### src/rtl/pic_fetch_unit.sv
// pic_fetch_unit: instruction-fetch front end for the 14-bit core.
// Presents PC to the combinational program ROM, registers the returned word
// into IR, and handles GOTO/CALL/RETURN/RETLW flushes, execute skips and the
// circular hardware return stack.
// Optional feature macro: STACK_FLAG_EN (fullness count plus sticky
// overflow/underflow flags); when undefined both flags read 0.
module pic_fetch_unit #(
    parameter int unsigned STACK_DEPTH  = 8,
    parameter logic [10:0] RESET_VECTOR = 11'h000
) (
    input  logic        clk,
    input  logic        rst_n,
    output logic [10:0] Rom_addr_out,
    input  logic [13:0] Rom_data_in,
    input  logic        Stall_in,
    input  logic        Skip_in,
    output logic [13:0] Instr_out,
    output logic        Instr_valid,
    output logic [10:0] Pc_out,
    output logic        Stack_ovf,
    output logic        Stack_unf
);

    localparam int unsigned PC_W = 11;
    localparam int unsigned IW   = 14;
    localparam int unsigned SP_W = $clog2(STACK_DEPTH);

    localparam logic [IW-1:0] NOP_WORD    = 14'h0000;
    localparam logic [IW-1:0] RETURN_WORD = 14'h0008;

    logic [PC_W-1:0] pc_q, pc_d;
    logic [IW-1:0]   ir_q, ir_d;
    logic            valid_q, valid_d;
    logic [PC_W-1:0] pc_out_q, pc_out_d;
    logic [PC_W-1:0] stack_q [STACK_DEPTH];
    logic [SP_W-1:0] sp_q;
    logic [SP_W-1:0] pop_idx;
    logic            push, pop;
    logic            is_goto, is_call, is_ret;

    // Branch decode from IR; a bubble never decodes as a branch.
    always_comb begin
        is_goto = valid_q && (ir_q[13:11] == 3'b101);
        is_call = valid_q && (ir_q[13:11] == 3'b100);
        is_ret  = valid_q && ((ir_q == RETURN_WORD) || (ir_q[13:10] == 4'b1101));
        pop_idx = sp_q - SP_W'(1);
    end

    // Next-state selection in branch > skip > fetch priority; stall freezes all.
    always_comb begin
        pc_d     = pc_q;
        ir_d     = ir_q;
        valid_d  = valid_q;
        pc_out_d = pc_out_q;
        push     = 1'b0;
        pop      = 1'b0;
        if (!Stall_in) begin
            if (is_goto) begin
                pc_d    = ir_q[PC_W-1:0];
                ir_d    = NOP_WORD;
                valid_d = 1'b0;
            end else if (is_call) begin
                push    = 1'b1;
                pc_d    = ir_q[PC_W-1:0];
                ir_d    = NOP_WORD;
                valid_d = 1'b0;
            end else if (is_ret) begin
                pop     = 1'b1;
                pc_d    = stack_q[pop_idx];
                ir_d    = NOP_WORD;
                valid_d = 1'b0;
            end else if (Skip_in) begin
                pc_d    = pc_q + PC_W'(1);
                ir_d    = NOP_WORD;
                valid_d = 1'b0;
            end else begin
                ir_d     = Rom_data_in;
                pc_out_d = pc_q;
                pc_d     = pc_q + PC_W'(1);
                valid_d  = 1'b1;
            end
        end
    end

    // Pipeline registers and return stack; PC at push time already points past the CALL.
    always_ff @(posedge clk or negedge rst_n) begin
        if (!rst_n) begin
            pc_q     <= RESET_VECTOR;
            ir_q     <= NOP_WORD;
            valid_q  <= 1'b0;
            pc_out_q <= '0;
            sp_q     <= '0;
            for (int i = 0; i < int'(STACK_DEPTH); i++) begin
                stack_q[i] <= '0;
            end
        end else begin
            pc_q     <= pc_d;
            ir_q     <= ir_d;
            valid_q  <= valid_d;
            pc_out_q <= pc_out_d;
            if (push) begin
                stack_q[sp_q] <= pc_q;
                sp_q          <= sp_q + SP_W'(1);
            end else if (pop) begin
                sp_q <= pop_idx;
            end
        end
    end

`ifdef STACK_FLAG_EN
    localparam int unsigned CNT_W = SP_W + 1;

    logic [CNT_W-1:0] count_q;
    logic             ovf_q, unf_q;

    // Fullness count with sticky overflow/underflow; pointer wrap itself is silent.
    always_ff @(posedge clk or negedge rst_n) begin
        if (!rst_n) begin
            count_q <= '0;
            ovf_q   <= 1'b0;
            unf_q   <= 1'b0;
        end else if (push) begin
            if (count_q == CNT_W'(STACK_DEPTH)) begin
                ovf_q <= 1'b1;
            end else begin
                count_q <= count_q + CNT_W'(1);
            end
        end else if (pop) begin
            if (count_q == '0) begin
                unf_q <= 1'b1;
            end else begin
                count_q <= count_q - CNT_W'(1);
            end
        end
    end

    assign Stack_ovf = ovf_q;
    assign Stack_unf = unf_q;
`else
    assign Stack_ovf = 1'b0;
    assign Stack_unf = 1'b0;
`endif

    assign Rom_addr_out = pc_q;
    assign Instr_out    = ir_q;
    assign Instr_valid  = valid_q;
    assign Pc_out       = pc_out_q;

endmodule

### config.mk
export PLATFORM = sky130hd
export DESIGN_NAME = pic_fetch_unit
export DESIGN_NICKNAME = d
export VERILOG_FILES = /design/src/rtl/pic_fetch_unit.sv
export SDC_FILE = /design/constraint.sdc
export NUM_CORES = 1
export LEC_CHECK = 0
export CAP_MARGIN = 20
export CORE_MARGIN = 2
export CORE_UTILIZATION = 41
export DETAILED_ROUTE_END_ITERATION = 6
export PLACE_DENSITY = 0.68
export SLEW_MARGIN = 20
export SYNTH_ARGS = -nofsm -noshare
export SYNTH_HDL_FRONTEND = slang
export SYNTH_SLANG_ARGS = --single-unit
### constraint.sdc
create_clock -name clk -period 6.8 [get_ports clk]
set_input_delay 0.68 -clock clk [delete_from_list [all_inputs] [get_ports clk]]
set_output_delay 0.68 -clock clk [all_outputs]
set_load 0.02 [all_outputs]
After elaboration in Yosys (flattened, before gate mapping)
Index checks and enable logic that the tools add are counted.
{"block": "totals", "reg_bits": 128, "inputBits": 18, "word_cells": 63, "output_inout_bits": 39}
{"block": "classes", "n_lt_le_gt_ge": 3, "n_mux": 26, "reduce_logical": 7, "eq_ne": 4, "bitwise_logic": 7, "n_addsub": 3}
{"op": "bitwise mux 88 bit", "count": 1}
{"op": "two-way mux 11 bit", "count": 6}
{"op": "two-way mux 14 bit", "count": 4}
{"op": "binary-select mux 11 bit (select 3 bit)", "count": 1}
{"op": "demux 11 bit (select 3 bit)", "count": 1}
{"op": "== test 14 x 4 -> 1 bit (second input constant)", "count": 1}
{"op": "adder 11 x 1 -> 11 bit (second input constant)", "count": 1}
{"op": "two-way mux 1 bit", "count": 11}
{"op": ">= comparator 4 bit (second input constant)", "count": 2}
{"op": "inverter 3 -> 4 bit", "count": 2}
{"op": "== test 3 bit (second input constant)", "count": 2}
{"op": "two-way mux 3 bit", "count": 2}
{"op": "inverter 1 bit", "count": 5}
{"op": "AND reduction 5 bit", "count": 1}
{"op": "== test 4 bit (second input constant)", "count": 1}
{"op": "logical AND 1 bit", "count": 4}
{"op": "less-than comparator 4 x 1 -> 1 bit (second input constant)", "count": 1}
{"op": "adder 3 x 1 -> 3 bit (second input constant)", "count": 1}
{"op": "subtractor 3 x 1 -> 3 bit (second input constant)", "count": 1}
{"op": "nonzero test 2 bit", "count": 1}
{"op": "logical OR 1 bit", "count": 1}

Longest topological paths before layout
Gate-level depths: netlist of run 1.
{"block": "depth", "ltp_word": 9, "depth_mapped": 10, "ltp_nobuf": 7}

Worst setup path after synthesis of run 1
Ideal clock, no wire load.
{"block": "synth_timing", "path_kind": "register to register", "startpoint": "reg sp_q[0]", "endpoint": "reg pc_q[9] (netlist: Rom_addr_out[9])", "period_less_slack_ns": 2.401, "required_time_ns": 6.676, "setup_time_ns": 0.124, "arrival_ns": 2.277, "slack_ns": 4.399, "stages_incl_launch_ff": 10, "n_path_buf": 2, "path_cell_list": "dfrtp_1 buf_2 inv_1 ha_1 xor2_4 buf_6 mux4_2 mux2_2 mux2i_1 a21oi_1"}
{"block": "synth_between", "elab_chain_len": 8}
{"item": "start: declaration", "line": "36", "text": "logic [SP_W-1:0] sp_q;"}
{"item": "start signal: assignment", "line": "103", "text": "sp_q <= sp_q + SP_W'(1);"}
{"item": "start signal: assignment", "line": "105", "text": "sp_q <= pop_idx;"}
{"item": "subtractor 3 x 1 -> 3 bit", "line": "46", "text": "pop_idx = sp_q - SP_W'(1);"}
{"item": "named net pop_idx[0]", "line": "37", "text": "logic [SP_W-1:0] pop_idx;"}
{"item": "inverter 3 -> 4 bit (implied by the code)", "line": "69", "text": "pc_d = stack_q[pop_idx];"}
{"item": "binary-select mux 11 bit (select 3 bit)", "line": "69"}
{"item": "two-way mux 11 bit (implied by the code) (2 in series)", "line": "69"}
{"item": "two-way mux 11 bit", "line": "67", "text": "end else if (is_ret) begin"}
{"item": "two-way mux 11 bit", "line": "62", "text": "end else if (is_call) begin"}
{"item": "two-way mux 11 bit", "line": "58", "text": "if (is_goto) begin"}
{"item": "end signal: assignment", "line": "97", "text": "pc_q <= pc_d;"}
{"item": "end: declaration", "line": "31", "text": "logic [PC_W-1:0] pc_q, pc_d;"}
The timed path passes the listed nets, and every way through them passes these cells. The select of a mux whose other input is x is not followed.
A chain may end at the register's enable or synchronous reset.

Final worst setup path of run 1
{"block": "layout_timing", "startpoint": "in Stall_in", "endpoint": "reg stack_q[7] (netlist bit)"}
{"block": "layout_between", "elab_chain_len": 1}
{"item": "start: declaration", "line": "15", "text": "input logic Stall_in,"}
{"item": "two-way mux 1 bit", "line": "57", "text": "if (!Stall_in) begin"}
{"item": "end signal: indexed assignment", "line": "102", "text": "stack_q[sp_q] <= pc_q;"}
{"item": "end: declaration", "line": "35", "text": "logic [PC_W-1:0] stack_q [STACK_DEPTH];"}
No other way between the ends.

==> results of run 1 <==
==> state kept, by name, indices dropped and copies added (netlist names) <==
register and flops:
Pc_out 11, Instr_out 14, stack_q 88, Instr_valid 1
sp_q 3, Rom_addr_out 11
==> final timing paths <==
| path | startpoint | to | slack [ps] | depth (start not counted) |
|---|---|---|---|---|
| max | Stall_in | stack_q[7] | 3470 | 6 |
| min | rst_n | Pc_out[2] | 280 | 1 |
| max reg2reg | sp_q[0] | Rom_addr_out[9] | 4160 | 7 |
| min reg2reg | stack_q[24] | stack_q[24] | 500 | 1 |
| max in group asynchronous | rst_n | stack_q[5] | 5400 | 2 |
| min in group clk | stack_q[24] | stack_q[24] | 500 | 1 |
==> power by group through the flow <==
stage          registers [uW]  clock network (uW)  logic (uW)
2_1_floorplan            1070                   0         516
3_3_place_gp             1090                   0         752
4_1_cts                  1090                 925         770
3_5_place_dp             1100                   0         766
5_1_grt                  1120                 959         818
6_report                 1090                 906         763
==> area by class of cell <==
class,instances,share of cell area
Clock inverter,13,0.02299
Multi-Input combinational cell,266,0.3592
Clock buffer,18,0.05929
Inverter,4,0.002074
Timing Repair Buffer,60,0.08211
Tap cell,184,0.03181
Sequential cell,128,0.4425
==> through the flow <==
stage	utilization	instances
final	0.5018	673
after global placement	0.4591	641
after CTS	0.5003	672
after global routing	0.5018	673
after detailed placement	0.4591	641
after floorplan	-	433
==> logic make-up (layout without fill, tap and decap cells) <==
logic type,Yosys count,count (layout)
simple gates,81,81
xor+xnor,12,12
mux,125,125
other cells,1,2
fa+ha+maj,3,3
buf+inv,39,95
compound gates,43,43
flops,128,128
==> placed cells by master (no fill, tap or decap), types with 3 or more instances in the layout <==
master and n:
nor3_1 7, nand4_1 4, dfrtp_1 128, and3_1 8, clkinvlp_4 3, nand3_1 4
nand2_1 27, clkdlybuf4s50_1 53, mux2i_1 3, a22o_1 14, a22oi_1 9, xor2_1 6
clkinv_4 5, mux2_2 100, inv_1 4, o31ai_1 7, mux4_2 21, bufinv_16 3
a21oi_1 5, buf_4 5, nor2_1 14, clkbuf_16 17, xnor2_1 5
==> routing by layer <==
metal | vias to the layer above | track usage | wire, um
met5 | - | 0 | 0
met4 | 0 | 0.05948 | 146
met3 | 12 | 0.04854 | 582
met2 | 92 | 0.2903 | 6781
met1 | 1936 | 0.2464 | 6131
li1 | 1675 | - | -
==> flow_summary_export.csv, run 1 <==
group,metric,value,unit
run_status,status,"complete, no violations",
global_route,overflow,0,
critical_path,crit_chain,"clkdlybuf4s50_1 -> nand4bb_4 -> nor2_4 -> nand2_1 -> nor2_1 -> mux2_2",
cts,clk_latency,410,ps
yosys,syn_area_per_cell,13.86,um^2
cts,clk_path_buf_depth,2,
floorplanning,coreArea,14420,um^2
flow_run,drv_cap,0,
floorplanning,die-area,15580,um^2
global_route,grtUsageTotal,0.1828,
yosys,synthesis.area,5986,um^2
layout,fillers,1239,
sta,skew,6.382,ps
detailed_routing,drcViolationCount,0,
layout,drive_gt1_frac,0.3415,
pwr,p_clk_frac,0.328,
global_route,grt_first_pass_wirelength,22070,um
critical_path,worst_ep_required_time,7090,ps
critical_path,crit_path_max_incr_delay,940,ps
floorplanning,placementRows,44,
critical_path,crit_fanout,30,
cts,cts_tree,"yes",
layout,multi_input_area,2600,um^2
yosys,yosysTopAreaCellShare,0.5351,
yosys,ys.flop_type,"dfrtp_1",
detailed_routing,vias,3715,
layout,final_nets,498,
critical_path,critical-path-top-delay-family,"simple AND/OR/NAND/NOR gates",
pwr,vdd_drop_max,0.1987,mV
detailed_routing,via_per_inst,5.520,
cts,cts_buffers,17,
pwr,power_density,381.6,nW/um^2
critical_path,critical_path_buf_inv_count,1,
critical_path,crit_slowest_cell,"clkdlybuf4s50_1",
hold_path,worstHoldPathType,"in -> async",
pwr,power,2762,uW
floorplanning,start_util,0.4150,
pwr,p_leak,0.003300,uW
sta,tightest_slew,1029,ps
sta,rsz0062_at_grt,"false",
placement,port_buffers,54,
yosys,netlist_top_cells_area,"dfrtp_1 54%, mux2_2 19%, mux4_2 7.9%, a22o_1 2.0%, nand2_1 1.7%",
critical_path,worstPathArrival,3620,ps
sta,fmax,300.4,MHz
placement,gp_congestion,0.7920,
yosys,ys_async_sr_fraction,1.000,
yosys,yosys_register_bits,128,
cts,path_clk_slew,50,ps
layout,regArea,3203,um^2
yosys,synth-compound-area-share,0.05393,
yosys,synth-edff-count,0,
detailed_routing,finalWirelength,13640,um
pwr,p_seq_frac,0.396,
pwr,switching_power,907.8,uW
pwr,power.share.switching,0.3286,
yosys,synth_cell_types,46,
sta,finalSetupTns,0,ps
pwr,p_int,1855,uW
yosys,yosys-top-cells-count,"128 x dfrtp_1, 100 x mux2_2, 27 x nand2_1, 21 x mux4_2, 15 x clkbuf_1",
global_route,grt_pass1_vias,3963,
sta,min_period_over_period,0.4896,
yosys,synth_mux_area_frac,0.2765,
critical_path,critPathKind,"in -> reg",
layout,finalInstanceArea,7238,um^2
yosys,synth_top_family_by_area,"multiplexers",
yosys,synth_most_common_cell,"dfrtp_1",
critical_path,cp-start-kind,"input port",
global_route,grt_max_degree,82,
sta,hold_violations,0,
sta,slew_headroom,0.3119,
yosys,synth-xor-area-share,0.02069,
floorplanning,dieHeight,124.8,um
placement,dp_slack,3025,ps
yosys,ys_seq_area_frac,0.5351,
cts,cts-resized-gates,0,
detailed_routing,antenna_left,0,
sta,period_needed,3329,ps
cts,cts_sinks,128,
placement,dpl-instance-area,6621,um^2
detailed_routing,wl_per_cell,20.27,um
yosys,yosysWarnings,0,
sta,setup_viol,0,
cts,cts-hold-fix-buffers,0,
floorplanning,die_width,124.8,um
pwr,combPwrFrac,0.276,
cts,cts_setup_buffers,0,
yosys,netlist_instances,432,
sta,fin_ws,3471,ps
yosys,synth-adder-area-share,0.006271,
detailed_routing,dr.first_iter.drc_count,199,
yosys,synth-simple-area-share,0.07525,
layout,n_antenna_cell,0,
sta,holdWs,278.1,ps
yosys,yosysTopAreaCell,"dfrtp_1",
global_route,antenna_found_initial,0,
layout,area_growth,20.92,%
placement,place_hpwl,8617,um
detailed_routing,firstDrtPassIters,4,
critical_path,end_kind,"register",
sta,drv_slew,0,
cts,cts_root_buf,"clkbuf_16",
floorplanning,ios,57,
cts,cts_max_level,4,
No activity file was read; power rests on OpenSTA's default activity.
==> run 2: changes to the inputs <==
Clock period 6.8 ns to 3.45 ns, I/O delays scaled along.
==> flow_summary_export.csv, run 2 (synthesis results as in run 1) <==
group,metric,value,unit
run_status,status,"complete, no violations",
layout,final_util,0.5028,
placement,dpl-instance-area,6679,um^2
placement,port_buffers,54,
cts,path_clk_slew,60,ps
sta,fin_ws,832.5,ps
detailed_routing,wl_per_cell,20.01,um
critical_path,critPathLaunch,"sp_q[1]",
critical_path,rr_startpoint,"sp_q[1]",
cts,cts-resized-gates,0,
layout,drive_gt1_frac,0.3441,
floorplanning,die_width,124.8,um
floorplanning,start_util,0.4150,
critical_path,critPathKind,"reg -> reg",
flow_run,drv_cap,0,
sta,period_needed,2617,ps
placement,gp_congestion,0.7876,
global_route,globalRouteMet1Util,0.2515,
critical_path,crit_slowest_cell,"ha_1",
detailed_routing,drcViolationCount,0,
layout,multi_input_area,2597,um^2
detailed_routing,antenna_left,0,
sta,holdWs,25.01,ps
cts,cts-hold-fix-buffers,0,
detailed_routing,finalWirelength,13570,um
global_route,grt_first_pass_wirelength,22450,um
global_route,antenna_found_initial,0,
global_route,grt-busiest-layer,"met2",
critical_path,crit_fanout,14,
critical_path,worstPathArrival,2890,ps
cts,cts_root_buf,"clkbuf_16",
sta,setup_viol,0,
layout,area_growth,21.15,%
sta,fmax,382.0,MHz
layout,n_antenna_cell,0,
cts,clk_latency,410,ps
pwr,p_leak,0.003324,uW
sta,skew,6.224,ps
floorplanning,die-area,15580,um^2
critical_path,worst_ep_required_time,3720,ps
global_route,grtUsageTotal,0.1857,
placement,place_hpwl,8889,um
layout,regArea,3203,um^2
sta,tightest_slew,837.9,ps
critical_path,crit_chain,"inv_1 -> ha_1 -> buf_4 -> mux4_2 -> nand2_1 -> and3_1 -> a2111oi_0",
cts,cts_buffers,17,
critical_path,cp-start-kind,"register",
cts,cts_max_level,4,
sta,slew_headroom,0.4414,
layout,final_common_cell,"dfrtp_1",
critical_path,crit_path_max_incr_delay,630,ps
layout,largest_reg_flops,88,
hold_path,worstHoldPathType,"in -> async",
cts,cts_tree,"yes",
floorplanning,dieHeight,124.8,um
floorplanning,ios,57,
sta,min_period_over_period,0.7587,
sta,rsz0062_at_grt,"false",
detailed_routing,vias,3785,
detailed_routing,via_per_inst,5.583,
cts,clk_path_buf_depth,2,
pwr,vdd_drop_max,0.3595,mV
detailed_routing,dr.first_iter.drc_count,276,
detailed_routing,firstDrtPassIters,4,
critical_path,end_kind,"register",
global_route,grt_max_degree,67,
cts,cts_sinks,128,
sta,hold_violations,0,
global_route,grt_pass1_vias,4007,
global_route,grt_use_met3,0.04596,
sta,drv_slew,0,
cts,cts_setup_buffers,0,
layout,fillers,1225,
sta,finalSetupTns,0,ps
global_route,gr-usage-met2,0.2951,
layout,final_cell_mix,"128 x dfrtp_1, 100 x mux2_2, 53 x clkdlybuf4s50_1",
pwr,power_density,742.7,nW/um^2
floorplanning,placementRows,44,
layout,largest_register,"stack_q",
layout,finalInstanceArea,7252,um^2
global_route,overflow,0,
placement,dp_slack,927.2,ps
floorplanning,coreArea,14420,um^2
layout,final_nets,503,
-- run 2: cell count changes in the layout (fill, tap and decap cells not counted), sizes merged --
cell	previous run	this run
clkbuf	18	21
clkinv	7	6
bufinv	3	2
clkinvlp	3	2
buf	7	12
-- run 2: power by group --
part | total [uW] | internal, uW | switching (uW)
clock | 1730 | 1090 | 635
sequential | 2160 | 1780 | 380
combinational | 1500 | 763 | 739
-- run 2: critical path: cells and delay by family, from the launching register on --
family	cells	cell delay, ps
and+or+nand+nor	2	260
DFF	1	500
AOI/OAI and AO/OA	1	390
buffers and inverters	2	450
adders and majority gates	1	630
muxes	1	240
-- run 2: final cells by class --
class,instances,area share
Inverter,4,0.002070
Multi-Input combinational cell,266,0.3582
Clock inverter,10,0.01553
Clock buffer,21,0.06349
Timing Repair Buffer,65,0.08730
Tap cell,184,0.03175
Sequential cell,128,0.4417
-- run 2: path summary, 6_finish.rpt --
path                              endpoint  slack, ps  depth (start not counted)
min in group clk               stack_q[11]        500                          2
max                        Rom_addr_out[0]        830                          7
min                           Instr_out[9]         30                          1
max reg2reg                Rom_addr_out[0]        830                          7
max in group asynchronous        Pc_out[6]       2590                          2
min reg2reg                    stack_q[11]        500                          2
-- run 2: stage by stage --
step / std cells / power (uW)
3_3_place_gp: 647 / 3643
5_1_grt: 678 / 5669
4_1_cts: 678 / 5429
3_5_place_dp: 647 / 3694
6_report: 678 / 5386
2_1_floorplan: 433 / 3122
-- run 2: layer usage --
metal,routed length (um),share of wire,up-vias
met5,0,0,-
met4,233,0.017,0
met3,643,0.047,19
met2,6464,0.48,99
met1,6225,0.46,1987
li1,-,-,1680
==> run 3: changes to the inputs <==
Settings changed: PLACE_DENSITY 0.68 to 0.71.
Clock period 3.45 ns to 2.25 ns, I/O delays scaled along.
==> flow_summary_export.csv, run 3 (synthesis results as in run 1) <==
group,metric,value,unit
sta,rsz0062_at_grt,"true",
pwr,switching_power,2826,uW
layout,final_common_cell,"dfrtp_1",
layout,multi_input_area,2630,um^2
sta,holdWs,347.9,ps
placement,dp.cells,671,
global_route,antenna_found_initial,0,
critical_path,worst_ep_required_time,2550,ps
global_route,grtUsageTotal,0.1965,
cts,clk_latency,410,ps
pwr,vdd_drop_max,0.6217,mV
critical_path,r2r_setup_slack,60,ps
cts,cts_sinks,128,
sta,hold_violations,0,
critical_path,reg2reg_depth,8,
critical_path,rr_endpoint,"Rom_addr_out[10]",
layout,final_cells,708,
sta,tightest_slew,793.2,ps
layout,finalInstanceArea,7565,um^2
cts,cts_max_level,4,
sta,period_needed,2186,ps
global_route,grt_pass1_vias,4273,
critical_path,critPathKind,"reg -> reg",
detailed_routing,antenna_left,0,
detailed_routing,firstDrtPassIters,4,
critical_path,end_kind,"register",
floorplanning,die-area,15580,um^2
sta,fmax,457.5,MHz
hold_path,worstHoldPathType,"in -> async",
detailed_routing,finalWirelength,14590,um
pwr,power.share.switching,0.3220,
layout,final_nets,532,
detailed_routing,drcViolationCount,0,
pwr,power_density,1160,nW/um^2
pwr,combPwrFrac,0.325,
critical_path,rr_startpoint,"sp_q[1]",
placement,port_buffers,54,
detailed_routing,via_per_inst,5.621,
sta,drv_slew,0,
pwr,p_leak,0.003487,uW
floorplanning,dieHeight,124.8,um
run_status,status,"complete, no violations",
critical_path,crit_fanout,3,
floorplanning,placementRows,44,
sta,min_period_over_period,0.9715,
global_route,grt_first_pass_wirelength,23670,um
pwr,p_seq_frac,0.360,
layout,n_antenna_cell,0,
sta,setup_viol,0,
cts,clk_path_buf_depth,2,
layout,area_growth,26.38,%
critical_path,worstPathArrival,2480,ps
layout,fillers,1184,
layout,final_util,0.5245,
pwr,p_clk_frac,0.315,
floorplanning,start_util,0.4150,
layout,largest_reg_flops,88,
global_route,grt_max_degree,49,
detailed_routing,dr.first_iter.drc_count,354,
placement,place_hpwl,9404,um
global_route,overflow,0,
cts,cts_tree,"yes",
pwr,p_int,5951,uW
sta,slew_headroom,0.4683,
cts,path_clk_slew,60,ps
floorplanning,die_width,124.8,um
layout,drive_gt1_frac,0.3874,
flow_run,drv_cap,0,
layout,largest_register,"stack_q",
detailed_routing,vias,3980,
sta,fin_ws,64.04,ps
placement,dp_slack,0.2540,ps
critical_path,cp-start-kind,"register",
placement,dpl-instance-area,6909,um^2
floorplanning,coreArea,14420,um^2
placement,gp_congestion,0.8659,
floorplanning,ios,57,
detailed_routing,wl_per_cell,20.61,um
sta,skew,5.025,ps
layout,regArea,3203,um^2
layout,final_cell_mix,"128 x dfrtp_1, 99 x mux2_2, 53 x clkdlybuf4s50_1",
cts,cts_buffers,17,
cts,cts_root_buf,"clkbuf_16",
==> run 3: cell type report <==
class / count / share of cell area
Sequential cell: 128 / 0.4234
Multi-Input combinational cell: 267 / 0.3477
Timing Repair Buffer: 93 / 0.1168
Clock buffer: 24 / 0.06632
Tap cell: 184 / 0.03043
Clock inverter: 8 / 0.01340
Inverter: 4 / 0.001985
==> run 3: worst max-delay path by stage <==
stage / startpoint / to / cells after the start
finish: sp_q[1] / Rom_addr_out[10] / 8
global route: sp_q[1] / Rom_addr_out[9] / 8
global placement: Stall_in / stack_q[25] / 6
CTS: sp_q[1] / Rom_addr_out[10] / 8
detailed placement: Stall_in / Pc_out[9] / 5
floorplan: sp_q[0] / Rom_addr_out[9] / 9
==> run 3: power by group through the flow <==
stage | logic [uW] | registers, uW | clock network (uW)
after detailed placement | 2810 | 3190 | 0
final | 2850 | 3160 | 2760
after global placement | 2760 | 3150 | 0
after floorplan | 1580 | 3230 | 0
after CTS | 2830 | 3160 | 2790
after global routing | 3060 | 3230 | 2910
==> run 3: timing repair <==
| item | 4_1_cts | 5_1_grt |
|---|---|---|
| endpoints found under the hold margin | 38 | 0 |
| cloned | 1 | 0 |
| hold buffers | 1 | 0 |
| resized for setup | 0 | 3 |
| setup endpoints to repair | 11 | 3 |
| pin swaps | 1 | 2 |
| buffers inserted | 0 | 3 |
==> run 3: metal layers <==
metal	GRT usage	routed length, um
met1	0.2593	6488
met2	0.3185	7172
met3	0.04467	608
met4	0.07451	322
met5	0	0
==> run 3: stage by stage <==
| stage | power, uW | setup TNS (ps) |
|---|---|---|
| after global routing | 9191 | -11.10 |
| after detailed placement | 6000 | 0 |
| final | 8777 | 0 |
| after global placement | 5910 | 0 |
| after CTS | 8783 | 0 |
| after floorplan | 4810 | 0 |
==> run 3: worst max-delay path, stage by stage, from the launching register on <==
cell	delay, ps
dfrtp_1	400
inv_2	80
ha_4	170
xor2_4	200
buf_4	140
mux4_1	530
mux2_2	300
mux2i_1	150
a21oi_1	80
==> RTL edit, RTL diff (settings of run 1) <==
Build with the macro `STACK_FLAG_EN` defined.
--- a/src/rtl/pic_fetch_unit.sv
+++ b/src/rtl/pic_fetch_unit.sv
@@ -5,4 +5,6 @@
 // Optional feature macro: STACK_FLAG_EN (fullness count plus sticky
 // overflow/underflow flags); when undefined both flags read 0.
+`define STACK_FLAG_EN
+
 module pic_fetch_unit #(
     parameter int unsigned STACK_DEPTH  = 8,
Check against the original RTL: not equivalent (a bounded check fails within 4 cycles, from zero or initial values and one cycle with rst_n low).
==> RTL edit against run 1 <==
- synthesized area is 5.4% higher
- cell count is 5.6% higher
- setup slack better by 0.33 ns
- design area is 5.2% higher
- clock skew is 0.0038 ns higher
- sequential cell count is 6 higher
- wire length is 8.3% higher
- power is 3.6% higher
- register-to-register slack worse by 0.36 ns
- critical path type is now reg2reg
==> RTL edit: results (changes against run 1) <==
stage;metric;value;unit;change
setup_path;Worst R2R Setup Slack;3.80;ns;was 4.16 ns
detailed_routing;initial DRC count;212;;was 199
clocking;Clock Pin Slew Worst Setup and Hold Paths;0.06;ns;
setup_path;crit-path max cell delay;0.90;ns;was 0.94 ns
global_routing;gr usage total;19.63;%;was 18.28%
place;IO Port Bufs;56;;was 54
detailed_routing;via count;4076;;was 3715
setup_path;Max Fanout on Critical Path;25;;was 30
place;RePlAce Congestion;0.7650;;was 0.7920
place;dpl hpwl;9.590;mm;was 8.617 mm
power_and_ir_drop;peak supply drop;0.0002412;V;was 0.0001987 V
synthesis;top cells by area, synth;dfrtp_1 53%, mux2_2 15%, mux4_2 7.9%, mux2_4 2.9%, a22o_1 1.9%;;was dfrtp_1 54%, mux2_2 19%, mux4_2 7.9%, a22o_1 2.0%, nand2_1 1.7%
layout;fillcell total;1295;;was 1239
setup_path;Critical Path Slowest Stage Cell;ha_2;;was clkdlybuf4s50_1
power_and_ir_drop;Lkg Pwr;3.483;nW;was 3.300 nW
sta;Clock Skews;0.01021;ns;was 0.006382 ns
place;Post-Place Cells;679;;was 641
synthesis;cell count after synthesis;465;;was 432
detailed_routing;vias per cell;5.733;;was 5.520
sta;Slew headroom;33.31;%;was 31.19%
synthesis;most frequent cells after synthesis;134 x dfrtp_1, 83 x mux2_2, 32 x nand2_1;;was 128 x dfrtp_1, 100 x mux2_2, 27 x nand2_1
synthesis;number of distinct library cells after synthesis;49;;was 46
layout;Biggest register;stack_q;;unchanged
clocking;Clock Latency Late Sink;0.42;ns;
setup_path;r2r endpoint;Rom_addr_out[1];;was Rom_addr_out[9]
setup_path;Top delay family on crit path;adder cells;;was simple AND/OR/NAND/NOR gates
global_routing;first-pass GRT wire length;24.39;mm;was 22.07 mm
detailed_routing;final WL;14.78;mm;was 13.64 mm
synthesis;Seq/Total Area, Yosys;53.15;%;was 53.51%
layout;share of layout cells above drive strength 1;32.12;%;was 34.15%
layout;Nets;534;;was 498
global_routing;initial antenna violation count;0;;unchanged
run_status;status;finished, final reports clean;;unchanged
global_routing;vias in the first global route;4440;;was 3963
global_routing;largest net degree at the start of global routing;75;;was 82
setup_path;Worst EP arrival;3.29;ns;was 3.62 ns
RTL edit: changes by cell type in the layout (fill, tap and decap cells not counted), sizes merged, moves of 4 or more:
cell	delta
clkinv	-4
mux2	-5
o21ai	+12
a21oi	-4
nand3	+6
nand2	+5
clkbuf	+4
inv	+4
nor2	-6
dfrtp	+6
RTL edit: per-layer routing:
layer	part of all wire (%)	wire (um)	track usage, %
met5	0	0	0
met4	1.4	204	6.658
met3	4.2	616	4.758
met2	51	7561	32.31
met1	43	6394	25.65
RTL edit: worst register-to-register path: cells and delay by family, from the launching register on:
| family | cells | cell delay (ns) |
|---|---|---|
| flip-flops | 1 | 0.32 |
| multiplexers | 2 | 0.70 |
| AND/OR/NAND/NOR | 2 | 0.19 |
| buffers and inverters | 2 | 0.76 |
| adder cells (fa/ha/maj) | 1 | 0.90 |
RTL edit: layout make-up:
class                      instances  area (um2)  area share [%]
timing repair buffer              64       613.1           8.050
multi-input combinational        286        2768           36.34
clock buffer                      22       474.2           6.226
clock inverter                    10       143.9           1.889
tap                              188       235.2           3.089
sequential                       134        3353           44.03
inverter                           7       28.78          0.3779
RTL edit: cells by family after synthesis:
group	synth area share [%]
DFF	53.15
muxes	26.16
and+or+nand+nor	6.545
AOI/OAI and AO/OA	7.140
buffers and inverters	3.471
xor gates and xnor gates	2.221
adders and majority gates	1.309
RTL edit: through the flow:
| step | util, % | area, um2 | hold WS, ns | worst slack [ns] |
|---|---|---|---|---|
| after floorplan | - | 6309 | 0.3844 | 4.207 |
| after global placement | 46.19 | 6995 | 0.4587 | 3.017 |
| after detailed placement | 46.19 | 6995 | 0.4732 | 2.901 |
| after CTS | 50.27 | 7614 | 0.3605 | 3.323 |
| after global routing | 50.29 | 7616 | 0.3932 | 3.587 |
| final | 50.29 | 7616 | 0.3392 | 3.801 |
RTL edit: worst max path at each step:
stage               startpoint              end  slack, ns
floorplan              sp_q[0]  Rom_addr_out[0]       4.21
CTS                   Stall_in      stack_q[27]       3.32
detailed placement    Stall_in      stack_q[62]       2.90
global placement      Stall_in      stack_q[62]       3.02
finish                 sp_q[0]  Rom_addr_out[1]       3.80
global route           sp_q[0]  Rom_addr_out[6]       3.59
RTL edit: power by group:
group          switching [W]  internal (W)
Combinational       0.000404      0.000395
Clock               0.000339      0.000608
Sequential          0.000187      0.000930
